$ cat config.mk
export PLATFORM = sky130hd
export DESIGN_NAME = wb_sram_ctrl
export DESIGN_NICKNAME = d
export VERILOG_FILES = /design/src/rtl/wb_sram_ctrl_pkg.sv /design/src/rtl/wb_sram_ctrl.sv
export SDC_FILE = /design/constraint.sdc
export NUM_CORES = 1
export LEC_CHECK = 0
export BUFFER_PORTS_ARGS = -buffer_cell sky130_fd_sc_hd__buf_2
export CAP_MARGIN = 20
export CORE_UTILIZATION = 45
export CTS_BUF_LIST = sky130_fd_sc_hd__clkbuf_4 sky130_fd_sc_hd__clkbuf_8 sky130_fd_sc_hd__clkbuf_16
export CTS_CLUSTER_SIZE = 25
export DETAILED_ROUTE_END_ITERATION = 8
export GPL_TIMING_DRIVEN = 0
export PLACE_DENSITY = 0.86
export SYNTH_ARGS = -nofsm -noshare
export SYNTH_HDL_FRONTEND = slang
export SYNTH_SLANG_ARGS = --single-unit
$ cat constraint.sdc
create_clock -name clk_i -period 1.7 [get_ports clk_i]
set_input_delay 0 -clock clk_i [delete_from_list [all_inputs] [get_ports clk_i]]
set_output_delay 0 -clock clk_i [all_outputs]
set_load 0.1 [all_outputs]
$ cat src/rtl/wb_sram_ctrl_pkg.sv
// Shared types and helpers for the Wishbone-to-asynchronous-SRAM controller.
//   state_e    : controller sequencing states
//   wb_req_t   : one sampled Wishbone request (address, data, selects, direction)
//   lane_mask  : expands byte selects into a 32-bit data mask
//   addr_bad   : flags addresses outside the SRAM window or not word aligned
package wb_sram_ctrl_pkg;

  localparam int unsigned WB_AW   = 32;
  localparam int unsigned WB_DW   = 32;
  localparam int unsigned SRAM_DW = 32;
  localparam int unsigned SEL_W   = 4;

  typedef enum logic [2:0] {
    ST_IDLE   = 3'd0,
    ST_SETUP  = 3'd1,
    ST_STROBE = 3'd2,
    ST_HOLD   = 3'd3,
    ST_DONE   = 3'd4
  } state_e;

  typedef struct packed {
    logic             we;
    logic [SEL_W-1:0] sel;
    logic [WB_DW-1:0] dat;
    logic [WB_AW-1:0] adr;
  } wb_req_t;

  // Byte selects to a data mask; bit 3 covers [31:24].
  function automatic logic [WB_DW-1:0] lane_mask(input logic [SEL_W-1:0] sel);
    logic [WB_DW-1:0] m;
    m = '0;
    for (int i = 0; i < int'(SEL_W); i++) begin
      m[i*8 +: 8] = {8{sel[i]}};
    end
    return m;
  endfunction

  // Any set bit above the decoded byte range, or a sub-word offset, is an error.
  function automatic logic addr_bad(input logic [WB_AW-1:0] adr,
                                    input int unsigned      ab_width);
    return ((adr >> (ab_width + 2)) != '0) || (adr[1:0] != 2'b00);
  endfunction

endpackage

$ cat src/rtl/wb_sram_ctrl.sv
// Wishbone classic slave that turns each bus cycle into one access on an
// external asynchronous 32-bit SRAM, with programmable strobe wait states.
// Ports:
//   clk_i, rst_i              clock, synchronous active-high reset
//   CYC_I, STB_I, WE_I        Wishbone cycle / strobe / write enable
//   ADR_I, DAT_I, SEL_I       Wishbone byte address, write data, byte selects
//   DAT_O, ACK_O, ERR_O       registered read data, one-clock ack / error pulses
//   sram_addr_o, sram_dat_o   SRAM word address and write data
//   sram_dat_i                SRAM read data
//   sram_ncs_o, sram_noe_o,   active-low chip select, output enable,
//   sram_nwe_o                write enable
//   sram_bsel_o               active-high byte lane enables
module wb_sram_ctrl
  import wb_sram_ctrl_pkg::*;
#(
  parameter int unsigned AB_WIDTH    = 18,
  parameter int unsigned WAIT_CYCLES = 0
) (
  input  logic                clk_i,
  input  logic                rst_i,
  input  logic                CYC_I,
  input  logic                STB_I,
  input  logic                WE_I,
  input  logic [WB_AW-1:0]    ADR_I,
  input  logic [WB_DW-1:0]    DAT_I,
  input  logic [SEL_W-1:0]    SEL_I,
  output logic [WB_DW-1:0]    DAT_O,
  output logic                ACK_O,
  output logic                ERR_O,
  output logic [AB_WIDTH-1:0] sram_addr_o,
  output logic [SRAM_DW-1:0]  sram_dat_o,
  input  logic [SRAM_DW-1:0]  sram_dat_i,
  output logic                sram_ncs_o,
  output logic                sram_noe_o,
  output logic                sram_nwe_o,
  output logic [SEL_W-1:0]    sram_bsel_o
);

  localparam int unsigned CNT_W = (WAIT_CYCLES == 0) ? 1 : $clog2(WAIT_CYCLES + 1);

  state_e           state;
  logic [CNT_W-1:0] wait_cnt;
  logic             we_q;

  wb_req_t          req_c;
  logic             request_c;
  logic             bad_c;

  // Snapshot of the bus request as presented this cycle.
  always_comb begin
    req_c     = '{we: WE_I, sel: SEL_I, dat: DAT_I, adr: ADR_I};
    request_c = CYC_I & STB_I;
    bad_c     = addr_bad(req_c.adr, AB_WIDTH);
  end

  // Access sequencer; every pin and bus output is a register.
  always_ff @(posedge clk_i) begin
    if (rst_i) begin
      state       <= ST_IDLE;
      wait_cnt    <= '0;
      we_q        <= 1'b0;
      DAT_O       <= '0;
      ACK_O       <= 1'b0;
      ERR_O       <= 1'b0;
      sram_addr_o <= '0;
      sram_dat_o  <= '0;
      sram_ncs_o  <= 1'b1;
      sram_noe_o  <= 1'b1;
      sram_nwe_o  <= 1'b1;
      sram_bsel_o <= '0;
    end else begin
      ACK_O <= 1'b0;
      ERR_O <= 1'b0;

      unique case (state)
        ST_IDLE: begin
          if (request_c) begin
            if (bad_c) begin
              // Rejected without touching the SRAM pins.
              ERR_O <= 1'b1;
              state <= ST_DONE;
            end else begin
              sram_addr_o <= req_c.adr[AB_WIDTH+1:2];
              sram_dat_o  <= req_c.dat;
              sram_bsel_o <= req_c.sel;
              we_q        <= req_c.we;
              sram_ncs_o  <= 1'b0;
              wait_cnt    <= CNT_W'(WAIT_CYCLES);
              if (req_c.we) begin
                state <= ST_SETUP;
              end else begin
                sram_noe_o <= 1'b0;
                state      <= ST_STROBE;
              end
            end
          end
        end

        // Address, data and lanes have settled for a clock before nwe falls.
        ST_SETUP: begin
          sram_nwe_o <= 1'b0;
          wait_cnt   <= CNT_W'(WAIT_CYCLES);
          state      <= ST_STROBE;
        end

        ST_STROBE: begin
          if (wait_cnt != '0) begin
            wait_cnt <= wait_cnt - CNT_W'(1);
          end else begin
            // A master that dropped CYC_I gets no ack, but the pin cycle still ends cleanly.
            ACK_O <= CYC_I;
            if (we_q) begin
              sram_nwe_o <= 1'b1;
              state      <= ST_HOLD;
            end else begin
              DAT_O      <= sram_dat_i & lane_mask(sram_bsel_o);
              sram_ncs_o <= 1'b1;
              sram_noe_o <= 1'b1;
              state      <= ST_DONE;
            end
          end
        end

        // Chip select is kept one clock past nwe so address/data hold after the write edge.
        ST_HOLD: begin
          sram_ncs_o  <= 1'b1;
          sram_bsel_o <= '0;
          state       <= ST_IDLE;
        end

        // Ack/err pulse cycle; the strobe is ignored so it cannot re-issue.
        ST_DONE: begin
          state <= ST_IDLE;
        end

        default: begin
          state <= ST_IDLE;
        end
      endcase
    end
  end

endmodule

==> impl_metrics.json <==
{
  "clock-root-buffer": "clkbuf_8",
  "cp-end-kind": "flop",
  "hold_class": "primary input to flop",
  "finClkSkew_ps": 9.84,
  "status": "finished clean",
  "power_frac_clock_pct": 39.2,
  "grt_pass1_wl_um": 21900,
  "syn_area_um2": 3670,
  "place_inst": 735,
  "dieArea_um2": 8530,
  "crit_family": "buffers and inverters",
  "r2r_start": "state[0]",
  "die_h_um": 92.4,
  "rr_worst_depth": 7,
  "place_ws_ps": -137,
  "timing.rr.end": "sram_dat_o[28]",
  "synth_nets": 544,
  "place_congestion": 0.823,
  "placed_area_um2": 4770,
  "worst_slew_pin_slew_ps": 540,
  "track_usage_pct": 32.4,
  "crit_cells": 7,
  "leakage_nw": 2.56,
  "dp_hpwl_um": 8190,
  "ys_types": 35,
  "portBuffers": 194,
  "swShare_pct": 22.2,
  "switchingPower_uw": 970,
  "ff_latch_area_um2": 1900,
  "grt_overflow": 0,
  "critical_path.max_stage_delay_ps": 300,
  "finish.utilization_pct": 76.1,
  "vias": 4586,
  "avgSynthCellArea_um2": 8.37,
  "ys_seq_area_share_pct": 51.8,
  "max_clock_freq_ghz": 0.620,
  "worst-path-max-fanout": 10,
  "fin_crit_sh_pct": 94.8,
  "fin_tns_setup_ps": 0,
  "hold_viol_final": 0,
  "drt-pass1-iter-count": 5,
  "cts_tree": "built",
  "crit_type": "flop to flop",
  "cp_cell_sequence": "buf_2 -> nor3_4 -> and3_1 -> buf_2 -> buf_4 -> nand3_1 -> a21oi_1",
  "required_ps": 1980,
  "die_w_um": 92.4,
  "power_density_nw_per_um2": 736,
  "hold_slack_ps": 156,
  "rows": 32,
  "setup_viol": 0,
  "nNetsFinal": 839,
  "rsz0062_at_grt": "true",
  "slew_violations": 0,
  "drtIter0Drc": 256,
  "core-area_um2": 7810,
  "grt_max_degree": 16,
  "seqPwrFrac_pct": 50.9,
  "start_util_pct": 47.1,
  "cts_made_buffers": 9,
  "finalPower_mw": 4.38,
  "cpMostUsedCell": "buf_2",
  "cts_buffer_depth": 2,
  "yosysWarnings": 0,
  "cap_violations": 0,
  "period_needed_ps": 1610,
  "area_growth_pct": 61.8,
  "via_per_inst": 5.45,
  "drive_above_1_share_pct": 33.0,
  "cp_data_arrival_time_ps": 1890,
  "clock-sinks": 95,
  "slowest_stage": "dfxtp_1",
  "syn-instance-count": 439,
  "ant_nets": 0,
  "wire_per_inst_um": 16.6,
  "multi_input_area_um2": 1560,
  "final_common_cell": "buf_2",
  "final_cell_mix": "199 x buf_2, 94 x dfxtp_1, 88 x dlygate4sd3_1, 87 x a21oi_1, 86 x nand3_1",
  "max-slew-margin-rel_pct": 63.9,
  "first_global_vias": 4584,
  "instances_no_fill": 841,
  "setup_slack_ps": 87.6,
  "r2r_slack_ps": 90,
  "worstSkewPairLatency_ps": 360,
  "path_buf_inv": 3,
  "ir_worst_vdd_uv": 442,
  "crit_start": "state[0]",
  "antenna_found_initial": 0,
  "insertedDiodeCount": 0,
  "critPathLaunchType": "flop",
  "clkTransAtPathRegs_ps": 90,
  "crit_end": "sram_dat_o[28]",
  "htreeDepth": 3,
  "boundaryPins": 196,
  "intPower_mw": 3.41,
  "final_area_um2": 5940,
  "drc": 0,
  "synth_seq_cells": 95,
  "totalWireLength_um": 13900,
  "n_fill_cell": 536,
  "pwr-share-comb_pct": 9.9
}
[power groups by stage]
stage,registers [mW],logic (mW),clock network (mW)
after floorplan,2.29,0.0829,0
after global placement,2.28,0.242,0
after detailed placement,2.28,0.245,0
after CTS,2.23,0.408,1.73
after global routing,2.23,0.462,1.83
final,2.23,0.434,1.71
[how the worst min path moves through the flow]
stage,from,end,slack (ps),cells after the start
3_5_place_dp,SEL_I[2],sram_bsel_o[2],220,2
6_report,STB_I,sram_dat_o[4],160,4
4_1_cts,STB_I,sram_dat_o[2],140,4
5_1_grt,STB_I,sram_dat_o[3],170,4
2_1_floorplan,SEL_I[0],sram_bsel_o[0],130,1
3_3_place_gp,SEL_I[2],sram_bsel_o[2],220,2
[state kept, by name, indices dropped and copies added, names as in the netlist]
register / cells
ACK_O: 1
sram_dat_o: 32
ERR_O: 1
sram_noe_o: 1
sram_addr_o: 18
state: 3
we_q: 1
sram_ncs_o: 1
sram_bsel_o: 4
sram_nwe_o: 1
DAT_O: 32
[Yosys cell counts]
library cell  count  area, um^2
and3_1            1        6.26
a31oi_1           1        6.26
a211o_1           1        8.76
o211ai_1          1        7.51
or3_1             1        6.26
a21oi_1          88         440
a22o_1            4        35.0
o21a_1            1        7.51
nor3_2            1        10.0
buf_4             7        52.6
inv_1             2        7.51
o21ai_1           1        5.00
o22ai_1           1        6.26
or3b_4            1        11.3
nor2_1            6        22.5
dfxtp_1          95        1900
buf_2             6        30.0
and4_1            1        8.76
nand4bb_1         1        11.3
nand3_1          87         435
nor3_1            1        5.00
nor3_4            1        16.3
nand3b_1          2        15.0
nor2b_1           1        6.26
nor3b_1           1        7.51
a211oi_1          1        7.51
a32o_1            1        10.0
nor4_1            3        18.8
nand4_1           1        6.26
nand2_1          33         124
buf_6             3        33.8
nor2_8            1        20.0
nand2b_1          2        12.5
clkbuf_1         28         105
o21ai_0          53         265
[tightest hold or removal path: cells and delay by family]
family	cells	cell delay, ps
buffers and inverters	1	140
AOI/OAI and AO/OA	2	200
and+or+nand+nor	1	130
[layer usage]
layer | wire length, um | vias up | GRT usage [%]
met3 | 1120 | 31 | 7.64
li1 | - | 2154 | -
met1 | 5420 | 2136 | 36.5
met5 | 0 | - | 0
met2 | 7100 | 265 | 58.8
met4 | 299 | 0 | 12.5
[layout make-up]
cell class              count  area share [%]
flip-flops and latches     95            32.0
multi-input cells         298            26.2
well taps                 102            2.15
inverters                   2           0.126
repair buffers            284            31.4
clock inverters             4            1.31
plain buffers              44            4.08
clock buffers              12            2.67
[logic make-up (layout without fill, tap and decap cells)]
logic type / after synthesis / count (layout) / synth area share, %
AOI/OAI and AO/OA: 153 / 153 / 21.8
DFF: 95 / 95 / 51.8
and+or+nand+nor: 145 / 145 / 20.2
buffers and inverters: 46 / 346 / 6.23
[what timing repair did]
item / 4_1_cts / 5_1_grt
setup buffers: 2 / 0
endpoints found under the hold margin: 90 / 0
resized for setup: 2 / 35
pin swaps: 1 / 0
setup endpoints to repair: 53 / 74
hold buffers: 88 / 0
(Power assumes the default switching activity.)
